File: src/rtl/alb_scoreboard.sv
// Self-checking stage behind the ALB and its reference model: compares result
// vectors, counts checks/mismatches, captures the first failure, reports done/pass.
module alb_scoreboard #(
    parameter int DATA_WIDTH  = 11,
    parameter int CNT_WIDTH   = 16,
    parameter int SKIP_CYCLES = 2,
    parameter int NUM_CHECKS  = 1000
) (
    input  logic                  clk,
    input  logic                  reset,
    input  logic                  clear,
    input  logic                  en,
    input  logic [DATA_WIDTH-1:0] f_alb,
    input  logic                  co_alb,
    input  logic                  vo_alb,
    input  logic                  no_alb,
    input  logic                  zo_alb,
    input  logic [DATA_WIDTH-1:0] f_ref,
    input  logic                  co_ref,
    input  logic                  vo_ref,
    input  logic                  no_ref,
    input  logic                  zo_ref,
    output logic                  mismatch,
    output logic [CNT_WIDTH-1:0]  check_count,
    output logic [CNT_WIDTH-1:0]  err_count,
    output logic                  first_err_valid,
    output logic [CNT_WIDTH-1:0]  first_err_index,
    output logic [DATA_WIDTH-1:0] first_err_f_alb,
    output logic [DATA_WIDTH-1:0] first_err_f_ref,
    output logic [7:0]            first_err_flags,
    output logic                  done,
    output logic                  pass
);

    localparam int SKIP_W = $clog2(SKIP_CYCLES + 2);
    // SKIP_CYCLES of 0 and 1 both spend exactly one edge in WARMUP.
    localparam logic [SKIP_W-1:0] SKIP_LAST =
        (SKIP_CYCLES == 0) ? '0 : SKIP_W'(SKIP_CYCLES - 1);
    localparam logic [CNT_WIDTH-1:0] CNT_MAX      = '1;
    localparam logic [CNT_WIDTH-1:0] CHECK_TARGET = CNT_WIDTH'(NUM_CHECKS);
    localparam bit                   BOUNDED      = (NUM_CHECKS != 0);

    typedef enum logic [1:0] {
        WARMUP = 2'd0,
        RUN    = 2'd1,
        DONE   = 2'd2
    } state_t;

    state_t                state;
    logic [SKIP_W-1:0]     skip_cnt;
    logic [DATA_WIDTH+3:0] vec_alb;
    logic [DATA_WIDTH+3:0] vec_ref;
    logic                  sample_bad;
    logic [CNT_WIDTH-1:0]  count_next;
    logic [CNT_WIDTH-1:0]  err_next;
    logic                  last_check;

    always_comb begin
        vec_alb    = {f_alb, co_alb, vo_alb, no_alb, zo_alb};
        vec_ref    = {f_ref, co_ref, vo_ref, no_ref, zo_ref};
        // Case inequality so unknowns on either side are flagged as failures.
        sample_bad = (vec_alb !== vec_ref);
        count_next = check_count + 1'b1;
        err_next   = (err_count == CNT_MAX) ? err_count : err_count + 1'b1;
        last_check = BOUNDED && (count_next == CHECK_TARGET);
    end

    always_ff @(posedge clk or posedge reset) begin
        if (reset) begin
            state           <= WARMUP;
            skip_cnt        <= '0;
            mismatch        <= 1'b0;
            check_count     <= '0;
            err_count       <= '0;
            first_err_valid <= 1'b0;
            first_err_index <= '0;
            first_err_f_alb <= '0;
            first_err_f_ref <= '0;
            first_err_flags <= '0;
            done            <= 1'b0;
            pass            <= 1'b0;
        end else if (clear) begin
            state           <= WARMUP;
            skip_cnt        <= '0;
            mismatch        <= 1'b0;
            check_count     <= '0;
            err_count       <= '0;
            first_err_valid <= 1'b0;
            first_err_index <= '0;
            first_err_f_alb <= '0;
            first_err_f_ref <= '0;
            first_err_flags <= '0;
            done            <= 1'b0;
            pass            <= 1'b0;
        end else begin
            mismatch <= 1'b0;
            case (state)
                WARMUP: begin
                    if (skip_cnt == SKIP_LAST) state <= RUN;
                    else                       skip_cnt <= skip_cnt + 1'b1;
                end
                RUN: begin
                    if (en) begin
                        check_count <= count_next;
                        mismatch    <= sample_bad;
                        if (sample_bad) begin
                            err_count <= err_next;
                            if (!first_err_valid) begin
                                first_err_valid <= 1'b1;
                                first_err_index <= check_count;
                                first_err_f_alb <= f_alb;
                                first_err_f_ref <= f_ref;
                                first_err_flags <= {co_alb, vo_alb, no_alb, zo_alb,
                                                    co_ref, vo_ref, no_ref, zo_ref};
                            end
                        end
                        if (last_check) begin
                            state <= DONE;
                            done  <= 1'b1;
                            pass  <= !sample_bad && (err_count == '0);
                        end
                    end
                end
                DONE: begin
                    state <= DONE;
                end
                default: begin
                    state <= WARMUP;
                end
            endcase
        end
    end

endmodule

File: config.mk
export PLATFORM = sky130hd
export DESIGN_NAME = alb_scoreboard
export DESIGN_NICKNAME = d
export VERILOG_FILES = /design/src/rtl/alb_scoreboard.sv
export SDC_FILE = /design/constraint.sdc
export NUM_CORES = 1
export LEC_CHECK = 0
export CAP_MARGIN = 15
export CELL_PAD_IN_SITES_DETAIL_PLACEMENT = 2
export CELL_PAD_IN_SITES_GLOBAL_PLACEMENT = 2
export CORE_MARGIN = 2
export CORE_UTILIZATION = 28
export DETAILED_ROUTE_END_ITERATION = 10
export GPL_TIMING_DRIVEN = 0
export PLACE_DENSITY = 0.84
export SLEW_MARGIN = 5
export SYNTH_ARGS = -nofsm -noshare
export SYNTH_HDL_FRONTEND = slang
export SYNTH_SLANG_ARGS = --single-unit
File: constraint.sdc
create_clock -name clk -period 2.8 [get_ports clk]
set_input_delay 0.56 -clock clk [delete_from_list [all_inputs] [get_ports clk]]
set_output_delay 0.56 -clock clk [all_outputs]
set_load 0.01 [all_outputs]
**Yosys cells after proc, flatten, opt, wreduce, memory -nomap -nowiden**

Index checks and enable logic that the tools add are counted.

- Add/subtract/negate cells: 3
- Equality and inequality tests: 12
- Multiplexer cells: 51
- Reduce and logical (&&, ||, !) cells: 16

Operators by type and width:

| kind | count |
|---|---|
| 16-bit two-way mux | 13 |
| 11-bit two-way mux | 10 |
| 8-bit two-way mux | 5 |
| 16-bit by 1-bit adder with 16-bit output (second input constant) | 2 |
| 16-bit by 10-bit == test with 1-bit output (second input constant) | 1 |
| 16-bit == test (second input constant) | 1 |
| 16-bit zero test | 1 |
| 1-bit two-way mux | 15 |
| 15-bit case inequality test | 1 |
| 2-bit two-way mux | 7 |
| 2-bit nonzero test | 5 |
| 3-bit != test (second input constant) | 3 |
| 3-bit AND reduction | 3 |
| 4-bit AND reduction | 2 |
| 2-bit != test (second input constant) | 3 |
| 2-bit case mux with 3 select lines | 1 |
| 2-bit by 1-bit == test with 1-bit output (second input constant) | 2 |
| 2-bit AND reduction | 2 |
| 2-bit by 1-bit adder with 2-bit output (second input constant) | 1 |
| 2-bit == test (second input constant) | 1 |
| 2-bit zero test | 1 |
| 1-bit logical AND | 1 |
| 1-bit zero test | 1 |

- Flip-flop bits (word level): 86
- Input port bits: 34
- Output and inout bits: 82
- Logic and storage cells: 94

**Logic depth before layout (Yosys ltp)**

- Depth after elaboration: 7
- Gate-level depth with buffers: 9
- Depth with buffers taken out: 7

**Least setup slack after synthesis**

No wires, ideal clock.

- Path type: in2reg
- Start point: input port f_alb[0]
- End point: register first_err_f_alb[0]
- Setup time: 0.127 ns
- Data arrival time: 2.090 ns
- Data required time: 2.673 ns
- Path slack: 0.583 ns
- Stages: 8
- Path buffers: 2
- Path through: xor2_1 nor4_1 nand4_1 o21ai_1 o21ba_1 buf_4 buf_6 mux2_1

- Word-level cells in the longest chain between the ends: 5
- Elaborated cells between the ends (all ways): 8
- Those cells by class: eq/ne: 1; mux: 5; reduce/logical: 2

RTL lines:

| element | line | text |
|---|---|---|
| start: declaration | 13 | `input logic [DATA_WIDTH-1:0] f_alb,` |
| 11-bit two-way mux | 108 | `if (!first_err_valid) begin` |
| 11-bit two-way mux | 106 | `if (sample_bad) begin` |
| 11-bit two-way mux | 103 | `if (en) begin` |
| 11-bit two-way mux | 97 | `case (state)` |
| 11-bit two-way mux | 82 | `end else if (clear) begin` |
| end signal: assignment | 111 | `first_err_f_alb <= f_alb;` |
| end: declaration | 28 | `output logic [DATA_WIDTH-1:0] first_err_f_alb,` |

Several ways; a longest one is shown, not always the timed one. The select of a mux whose other input is x is not followed.
A chain may end at the register's enable or synchronous reset.

**Worst setup path after layout**

- Start point: input port f_alb[0]
- End point: register first_err_f_ref[6]

- Word-level cells in the longest chain between the ends: 3

RTL lines:

| element | line | text |
|---|---|---|
| 15-bit case inequality test | 62 | `sample_bad = (vec_alb !== vec_ref);` |
| 2-bit nonzero test (no source line) | -- |  |
| 4-bit AND reduction (no source line) | -- |  |
| end signal: assignment | 112 | `first_err_f_ref <= f_ref;` |
| end: declaration | 29 | `output logic [DATA_WIDTH-1:0] first_err_f_ref,` |

No other way between the ends.

==> metrics.md <==
| Metric | Value |
|---|---|
| Synth area leaders | dfrtp_1, mux2_1, nor2b_1 |
| CTS buffer count | 9 |
| Pwr Density | 532 nW/µm² |
| Clock latency on the worst-skew pair | 0.35 ns |
| Number of port buffers | 114 |
| Maximum clock rate | 0.375 GHz |
| Critical path data required time | 3.02 ns |
| Core ar. | 15900 µm² |
| Post-synth top area cell | dfrtp_1 |
| Ant diodes | 0 |
| Worst hold slack | 0.494 ns |
| Metal3 WL | 378 µm |
| Avg WL per Cell | 19.6 µm |
| Arrival time at the worst endpoint | 2.89 ns |
| Yosys reg bits | 86 |
| Die Span X | 132 µm |
| Final setup fails | 0 |
| Number of global-route vias before repair | 4258 |
| Synth cell count leaders | dfrtp_1, nor2b_1, mux2_1 |
| Status | complete, no violations |
| Max-slew violations | 0 |
| Vias per cell | 4.86 |
| Post-synth ARST share | 100% |
| CTS tree | built |
| RSZ-0062 raised after global routing | false |
| Synth Flop Type | dfrtp_1 |
| Metal2 WL | 8240 µm |
| Yosys warnings | 0 |
| Iter 0 DRT Violations | 171 |
| Synth cell types | 48 |
| Worst-path clk slew | 0.06 ns |
| Initial antenna violation count | 0 |
| DRC | 0 |
| Die area | 17400 µm² |
| Total chip power | 3.37 mW |
| Initial core utilization | 28.8% |
| Clock Sinks | 86 |
| Syn avg cell area | 10.6 µm² |
| Sw Ratio | 27.9% |
| Remaining Overflow, GRT | 0 |
| Die Ht | 132 µm |
| Period utilization | 95.3% |
| Peak supply drop | 355 µV |
| Net count, final | 603 |
| Sequential share of power | 41.5% |
| Area Growth Syn to Fin | 38.4% |
| Post-synthesis sequential area ratio | 46.9% |
| Routed WL | 15300 µm |
| Slew headroom | 54.1% |
| Vias | 3801 |
| Post-DP HPWL | 11500 µm |
| Clock Power Share | 36.3% |
| Kind of critical path | input port to flop |
| Layout cells sized above 1 | 8.13% |
| Util after Layout | 39.8% |
| Row count | 46 |
| Int Power | 2.43 mW |
| Pin count of the biggest net entering global routing | 68 |
| Max FO, Critical Path | 10 |
| MaxCap Viol Count | 0 |
| Root Driver | clkbuf_16 |
| P_sw | 0.942 mW |
| Met1 WL | 6440 µm |
| Post-synth EDFFs | 0 |
| Fin. Hold Viols | 0 |
| Synth Cell Area | 4580 µm² |
| Critical Path Start Type | input port |
| Synthesized Nets | 475 |
| Total track usage | 17.8% |
| Cell with the most instances after synthesis | dfrtp_1 |
| Leak pwr | 2.64 nW |
| First-pass GRT wire length | 24300 µm |
| RePlAce Congestion | 0.795 |
| H-tree levels | 3 |
| Clock period minus worst slack | 2.67 ns |
| Crit. End Element | flop |
| I/O pins | 116 |
| Hold Crit Class | flop to flop |
| Post-synthesis cell count | 433 |
| Drt first pass iters | 4 |
| Fillers | 1674 |
| Clock skew | 0.00798 ns |
| CTS max path bufs | 2 |
| Comb power frac | 22.2% |
| Worst-Margin Slew | 0.688 ns |
| Routed Antenna Nets | 0 |
| Top cell type's share of synthesized area | 46.9% |
| Top sig layer | met4 |
## final timing paths
kind,start,to,slack [ns],depth (start not counted)
setup / recovery,f_alb[0],first_err_f_ref[6],0.13,9
hold / removal,first_err_index[11],first_err_index[11],0.49,1
setup reg to reg,check_count[1],state[1],0.18,7
hold reg to reg,first_err_index[11],first_err_index[11],0.49,1
max in group asynchronous,reset,first_err_f_alb[7],1.64,3
min in group asynchronous,reset,first_err_index[7],0.52,2
## power by group through the flow
stage | Clock [mW] | Combinational (mW) | Sequential, mW
after floorplan | 0 | 0.368 | 1.45
after global placement | 0 | 0.700 | 1.42
after detailed placement | 0 | 0.750 | 1.43
after CTS | 1.26 | 0.763 | 1.40
after global routing | 1.30 | 0.812 | 1.41
final | 1.22 | 0.748 | 1.40
## state kept, by name, summed over array words and instances, names as in the netlist
| register | count |
|---|---|
| first_err_valid | 1 |
| pass | 1 |
| first_err_index | 16 |
| first_err_f_ref | 11 |
| mismatch | 1 |
| state | 2 |
| done | 1 |
| skip_cnt | 2 |
| check_count | 16 |
| first_err_f_alb | 11 |
| err_count | 16 |
| first_err_flags | 8 |
## what timing repair did
action	CTS	global route
pin swaps	1	1
resized for setup	1	3
setup buffers	1	1
setup endpoints to repair	4	47
gates cloned	0	0
hold buffers	0	0
## routing by layer
metal | up-vias | global-route usage [%]
li1 | 1757 | -
met1 | 1956 | 21.3
met2 | 73 | 32.6
met3 | 15 | 2.38
met4 | 0 | 6.70
met5 | - | 0
## cells by family (layout without fill, tap and decap cells)
logic type	after synthesis	after routing	share of synthesized area [%]
buffers and inverters	38	171	4.04
and+or+nand+nor	165	165	20.7
AOI/OAI and AO/OA	54	54	7.78
adders and majority gates	8	8	2.18
DFF	86	86	46.9
xor gates and xnor gates	32	32	6.11
muxes	50	50	12.2
## layout make-up
class                   count  area (µm²)  area share (%)
multi-input cells         309        2260            35.6
well taps                 216         270            4.26
inverters                  13        51.3           0.808
clock buffers              13         250            3.94
plain buffers              25         138            2.17
flip-flops and latches     86        2150            33.9
clock inverters             3        43.8           0.690
repair buffers            117        1180            18.7
## through the flow
| step | cell area (µm²) | setup slack (ns) | cells | TNS, ns |
|---|---|---|---|---|
| final | 6350 | 0.131 | 782 | 0 |
| after detailed placement | 6030 | -0.399 | 764 | -18.88 |
| after global placement | 6000 | -1.44 | 763 | -135.18 |
| after floorplan | 4580 | 0.0182 | 433 | 0 |
| after CTS | 6330 | 0.0431 | 781 | 0 |
| after global routing | 6350 | 0.0189 | 782 | 0 |
## critical path: stages
cell             delay (ns)
clkdlybuf4s50_1        0.46
xor2_1                 0.19
nor4_1                 0.27
nand4_1                0.26
o21ai_2                0.26
o21ba_1                0.14
buf_4                  0.21
buf_6                  0.18
mux2_1                 0.36
## layout by cell type (no fill, tap or decap), types with 2 or more instances in the layout
master	Yosys	layout
mux2_2	7	7
clkbuf_16	0	9
nand2_1	21	21
xnor2_1	10	10
o31ai_1	5	5
mux2_1	40	40
and2_1	3	3
or4_1	5	5
dfrtp_1	86	86
a211oi_1	2	2
nand3_2	2	2
or3_1	14	14
buf_4	2	4
clkbuf_1	15	17
nand3_1	10	10
nor3b_1	3	3
clkdlybuf4s50_1	0	114
xor2_1	22	22
a31oi_1	2	2
nand2b_1	4	4
buf_2	4	4
ha_1	8	8
a21oi_1	20	20
o21ai_0	13	13
nor4_1	7	6
buf_6	4	4
nor2_1	30	30
nor3_1	7	7
nor2b_1	45	45
mux2i_1	3	3
inv_1	13	12
nand4_1	8	8
No activity file was read; power rests on OpenSTA's default activity.
